===== config.mk =====
export PLATFORM = sky130hd
export DESIGN_NAME = switch_ingress_fifo
export DESIGN_NICKNAME = d
export VERILOG_FILES = /design/src/rtl/switch_ingress_fifo.sv
export SDC_FILE = /design/constraint.sdc
export NUM_CORES = 1
export LEC_CHECK = 0
export CAP_MARGIN = 5
export CELL_PAD_IN_SITES_DETAIL_PLACEMENT = 2
export CELL_PAD_IN_SITES_GLOBAL_PLACEMENT = 2
export CORE_MARGIN = 5
export CORE_UTILIZATION = 25
export DETAILED_ROUTE_END_ITERATION = 16
export PLACE_DENSITY_LB_ADDON = 0.25
export SLEW_MARGIN = 20
export SYNTH_ARGS = -nofsm -noshare
export SYNTH_HDL_FRONTEND = slang
export SYNTH_SLANG_ARGS = --single-unit
export TNS_END_PERCENT = 50

===== constraint.sdc =====
create_clock -name clk -period 5.4 [get_ports clk]
set_clock_uncertainty 0.2 [all_clocks]
set_input_delay 0.81 -clock clk [delete_from_list [all_inputs] [get_ports clk]]
set_output_delay 0.81 -clock clk [all_outputs]
set_load 0.02 [all_outputs]

===== src/rtl/switch_ingress_fifo.sv =====
// Per-source ingress FIFO feeding the switch core; 1-cycle pop latency, registered status flags.
// Backpressure: a push into a full FIFO is dropped (ovf_err) unless a pop frees the slot that cycle.
module switch_ingress_fifo #(
  parameter int ADDR_W    = 16,
  parameter int DATA_W    = 16,
  parameter int DEPTH     = 16,
  parameter int AE_THRESH = 2,
  parameter int AF_THRESH = 14
) (
  input  logic                       clk,
  input  logic                       reset,
  input  logic                       wr_en,
  input  logic [ADDR_W-1:0]          addr_in,
  input  logic [DATA_W-1:0]          data_in,
  output logic                       data_rcv,
  input  logic                       rd_en,
  output logic [ADDR_W-1:0]          addr_out,
  output logic [DATA_W-1:0]          data_out,
  output logic                       rd_vld,
  output logic                       fifo_full,
  output logic                       fifo_af,
  output logic                       fifo_empty,
  output logic                       fifo_ae,
  output logic [$clog2(DEPTH):0]     count,
  output logic                       ovf_err,
  output logic                       unf_err,
  input  logic                       err_clr
);
  localparam int PW = $clog2(DEPTH);
  localparam int CW = PW + 1;
  localparam int WW = ADDR_W + DATA_W;

  logic [WW-1:0] mem [DEPTH];
  logic [PW-1:0] wr_ptr;
  logic [PW-1:0] rd_ptr;
  logic          push;
  logic          pop;
  logic [CW-1:0] count_nxt;

  // A pop on a full FIFO frees the slot the concurrent push lands in.
  assign push      = wr_en && (!fifo_full || rd_en);
  assign pop       = rd_en && !fifo_empty;
  assign count_nxt = count + CW'(push) - CW'(pop);

  always_ff @(posedge clk) begin
    if (push) begin
      mem[wr_ptr] <= {addr_in, data_in};
    end
  end

  always_ff @(posedge clk or posedge reset) begin
    if (reset) begin
      wr_ptr     <= '0;
      rd_ptr     <= '0;
      count      <= '0;
      fifo_full  <= 1'b0;
      fifo_af    <= 1'b0;
      fifo_empty <= 1'b1;
      fifo_ae    <= 1'b1;
      data_rcv   <= 1'b0;
      rd_vld     <= 1'b0;
      addr_out   <= '0;
      data_out   <= '0;
      ovf_err    <= 1'b0;
      unf_err    <= 1'b0;
    end else begin
      data_rcv <= push;
      rd_vld   <= pop;
      if (push) begin
        wr_ptr <= wr_ptr + PW'(1);
      end
      if (pop) begin
        rd_ptr                <= rd_ptr + PW'(1);
        {addr_out, data_out}  <= mem[rd_ptr];
      end
      count      <= count_nxt;
      fifo_full  <= (count_nxt == CW'(DEPTH));
      fifo_af    <= (count_nxt >= CW'(AF_THRESH));
      fifo_empty <= (count_nxt == '0);
      fifo_ae    <= (count_nxt <= CW'(AE_THRESH));
      // A new error in the same cycle as err_clr keeps the sticky bit set.
      ovf_err <= (ovf_err && !err_clr) || (wr_en && fifo_full && !rd_en);
      unf_err <= (unf_err && !err_clr) || (rd_en && fifo_empty);
    end
  end
endmodule


# Word-level counts from Yosys, hierarchy flattened
# Memory sizes are Yosys's and may differ from the RTL's. A register that Yosys moved wholly into a read port is not among the register bits.
# Cells that the tools add are included.
# totals
reg_bits	21
n_memories	1
output_inout_bits	45
ram_bits	512
inputBits	37
wordCells	36
# memory_table
memory	depth	width	read_ports	rd_ports_with_merged_regs	write_ports	line_no	rtl
mem	16	32	1	1	1	33	logic [WW-1:0] mem [DEPTH];
# classes
eq_ne	1
n_reduce_logical	15
mux	2
magnitude_cmp	2
addsub	4
# op_table
cell	n
$add A4 B1 Y4 const B	2
$logic_and A1 B1 Y1	7
$add A5 B1 Y5	1
$eq A5 B5 Y1 const B	1
$ge A5 B4 Y1 const B	1
$le A5 B2 Y1 const B	1
$logic_not A5 Y1	1
$sub A5 B1 Y5	1
$logic_not A1 Y1	4
$logic_or A1 B1 Y1	3
$mux W1	2

# Logic depth before layout (Yosys ltp)
# logic_depth
depth_word	6
mapped_depth	11
depth_no_buf	10

# Least setup slack after synthesis
# Ideal clock, no wire load.
# synth_timing
path_kind	input to register
start	in rd_en
end	mem mem[0][0] in the netlist's numbering, enable pin
arrival_ps	4147
n_path_buf	0
t_required_ps	4699
setup_ps	501
slack_ps	552
stages	3
path_cell_list	nand2b_1 -> nand2_1 -> nor4_1
# synth_between
elab_chain_cells	4
# synth_lines
item	line_no	rtl
start, declared	16	input logic rd_en,
$logic_or A1 B1 Y1	41	assign push = wr_en && (!fifo_full || rd_en);
$logic_and A1 B1 Y1	41	
$mux W1	46	if (push) begin
$mux W1 (implied by the code)	47	mem[wr_ptr] <= {addr_in, data_in};
end, declared	33	
# Every way passes these cells.

# Worst setup path after layout
# layout_timing
start	in rd_en
end	reg fifo_ae
# layout_between
elab_chain_cells	5
elab_cells_between_ends	6
classes_between	add/sub (2); order compare (1); reduce/logical (3)
# layout_lines
item	line_no	rtl
$logic_or A1 B1 Y1	41	
$logic_and A1 B1 Y1	41	
$add A5 B1 Y5	43	assign count_nxt = count + CW'(push) - CW'(pop);
$sub A5 B1 Y5 *	43	
named net count_nxt[4]	38	logic [CW-1:0] count_nxt;
$le A5 B2 Y1 *	80	fifo_ae <= (count_nxt <= CW'(AE_THRESH));
end signal, assigned	80	
end, declared	23	output logic fifo_ae,
# The timed path passes the listed nets; every way through them passes the cells marked *.
# A chain may end at the register's enable or synchronous reset.

==> flow_summary.json <==
{
  "status": "completed",
  "worst_pin_slew_ns": 1.081,
  "yosysSeqAreaShare_pct": 76.35,
  "cts.clk_slew.worst_paths_ns": 0.06,
  "area_delta_synth_final_pct": 19.18,
  "cts_max_level": 2,
  "wire_per_inst_um": 22.50,
  "die_w_um": 305.8,
  "clk_latency_ns": 0.60,
  "rsz0062_at_grt": "false",
  "p_sw_uw": 4554,
  "ys_ff_latch": 565,
  "antenna_found_initial": 0,
  "critPathKind": "input pin to flop",
  "fin_nets": 1338,
  "reg2reg_slack_ns": 2.03,
  "start_util_pct": 25.22,
  "min_delay_worst_endpoint": "addr_out[8]",
  "yosysWarnings": 0,
  "syn_inst": 1186,
  "row_count": 108,
  "placed_cell_area_um2": 24100,
  "hold_class": "flop to flop",
  "leakagePower_uw": 0.008601,
  "fin_crit_sh_pct": 67.51,
  "portBuffers": 81,
  "die_area_um2": 93530,
  "cts_max_path_buffers": 3,
  "intPower_uw": 9421,
  "numCtsBuffers": 59,
  "seq_power_share_pct": 41.3,
  "fin_area_um2": 26080,
  "setup-tns-final_ns": 0,
  "report.final.slew_viol_count": 0,
  "regToRegStartpoint": "fifo_empty",
  "fmax_mhz": 274.3,
  "synthTopCellsByArea": "edfxtp_1 70%, mux2i_1 8.6%, dfrtp_1 5.8%",
  "firstDrtPassIters": 5,
  "cts_hold_buf": 0,
  "critPathArrivalTime_ns": 3.90,
  "io_pins": 82,
  "cts_resized": 0,
  "endpoint_kind": "flop",
  "via_count": 11180,
  "required_ns": 5.65,
  "syn_avg_cell_area_um2": 18.45,
  "sw_frac_of_total_pct": 32.59,
  "mostFrequentLayoutCells": "512 x edfxtp_1, 188 x mux2i_1, 81 x clkdlybuf4s50_1",
  "instances_no_fill": 2496,
  "power_frac_clock_pct": 28.8,
  "cp-start-kind": "input pin",
  "peakVddDrop_uv": 266.0,
  "relSlewSlack_pct": 27.50,
  "fill_cells": 8796,
  "grt_pass1_wl_um": 84120,
  "r2r_end": "fifo_ae",
  "grt_use_total_pct": 11.84,
  "core_area_um2": 86750,
  "hold_violations": 0,
  "synth_nets": 1234,
  "cts_root_buffer": "clkbuf_16",
  "via_per_inst": 4.479,
  "drt_iter0_drc": 615,
  "cap_violations": 0,
  "min_period_ns": 3.645,
  "tritoncts": "built",
  "grt_pass1_vias": 12410,
  "detailed_place_hpwl_um": 32760,
  "placed_cells": 2382,
  "cellPowerDensity_nw_per_um2": 535.9,
  "ant_nets": 0,
  "pwr-share-comb_pct": 29.9,
  "drive_above_1_share_pct": 14.24,
  "grt_max_degree": 105,
  "place_congestion": 0.6955,
  "mostFrequentLayoutCell": "edfxtp_1",
  "worstPathMaxFanout": 7,
  "drt_wl_total_um": 56170,
  "hold_start": "addr_out[8]",
  "route.detailed.drc": 0,
  "fp.dieH_um": 305.8,
  "cts_num_sinks": 565,
  "postCtsSetupBuffers": 0,
  "r2r_cells": 11,
  "crit_start": "rd_en",
  "synth_cell_types": 44,
  "hold_depth": 2,
  "antenna_cells": 0,
  "synth_largest_area_cell": "edfxtp_1",
  "synthesis.area_um2": 21880,
  "setup_violations": 0,
  "hold_ws_ns": 0.2860,
  "yosysTopAreaCellShare_pct": 70.27,
  "grt_overflow": 0,
  "total_power_uw": 13970
}
[synthesized netlist by cell type, drive strengths merged]
library cell	n
dfrtp	51
and2	5
xnor2	9
a22oi	45
dfstp	2
a21oi	17
nand2	42
o31ai	17
buf	48
inv	18
o21ai	34
nand3	17
a211oi	17
mux2i	188
ha	10
nand4	1
mux4	34
or3	1
o22ai	35
fa	1
edfxtp	512
or2	1
xor2	1
nand2b	4
nor3b	2
nor3	5
nor4	4
clkbuf	21
a31o	1
nor2b	19
nor2	5
a21o	2
nand3b	1
a2111oi	1
a32oi	15
[flip-flops by register name, summed over array words and instances (netlist names)]
| name | cells |
|---|---|
| mem | 512 |
| addr_out | 16 |
| data_out | 16 |
| count | 5 |
| rd_ptr | 4 |
| wr_ptr | 4 |
| data_rcv | 1 |
| fifo_ae | 1 |
| fifo_af | 1 |
| fifo_empty | 1 |
| fifo_full | 1 |
| ovf_err | 1 |
| rd_vld | 1 |
| unf_err | 1 |
[critical path: stages]
cell	delay, ns
clkdlybuf4s50_1	0.55
nand2b_1	0.15
nand2_1	0.25
ha_1	0.38
inv_1	0.04
ha_1	0.20
fa_1	0.44
a21o_1	0.19
a21oi_1	0.18
xnor2_1	0.17
a2111oi_0	0.53
[cell families (layout without fill, tap and decap cells)]
group | after synthesis | after routing | share of synthesized area (%)
flops | 565 | 565 | 76.35
mux | 222 | 222 | 12.10
compound gates | 184 | 184 | 5.948
simple gates | 107 | 107 | 2.448
buf+inv | 87 | 242 | 2.093
fa+ha+maj | 11 | 11 | 0.6634
xor+xnor | 10 | 10 | 0.4003
[area by class of cell]
class,instances,area (um^2),share of cell area (%)
Inverter,18,68.82,0.2639
Sequential cell,565,16710,64.09
Tap cell,1155,1445,5.542
Clock inverter,24,229.0,0.8781
Timing Repair Buffer,112,1114,4.271
Clock buffer,88,1698,6.512
Multi-Input combinational cell,534,4808,18.44
[layer usage]
metal | share of wire (%) | wire length [um] | global-route usage [%]
met1 | 46 | 25570 | 16.14
met3 | 3.4 | 1912 | 1.884
met5 | 0 | 0 | 0
met2 | 49 | 27490 | 19.96
met4 | 2.1 | 1194 | 2.861
[worst max-delay path by stage]
stage / cells past startpoint / to / slack [ns]
after global placement: 11 / fifo_ae / 1.34
after detailed placement: 11 / fifo_ae / 1.16
after CTS: 11 / fifo_ae / 1.81
after global routing: 11 / fifo_ae / 1.60
after floorplan: 3 / mem[0][0] / 0.55
final: 11 / fifo_ae / 1.75
[through the flow]
| step | util (%) | worst slack [ns] |
|---|---|---|
| after floorplan | - | 0.5520 |
| after global placement | 27.76 | 1.340 |
| after detailed placement | 27.78 | 1.163 |
| after CTS | 30.00 | 1.806 |
| after global routing | 30.06 | 1.602 |
| final | 30.06 | 1.755 |
[power groups by stage]
stage	logic (uW)	clock network (uW)	registers, uW
after global placement	4220	0	5860
after detailed placement	4290	0	5880
final	4180	4020	5770
after floorplan	2720	0	5840
after global routing	4550	4350	5840
after CTS	4310	4180	5800
(Power assumes the default switching activity.)
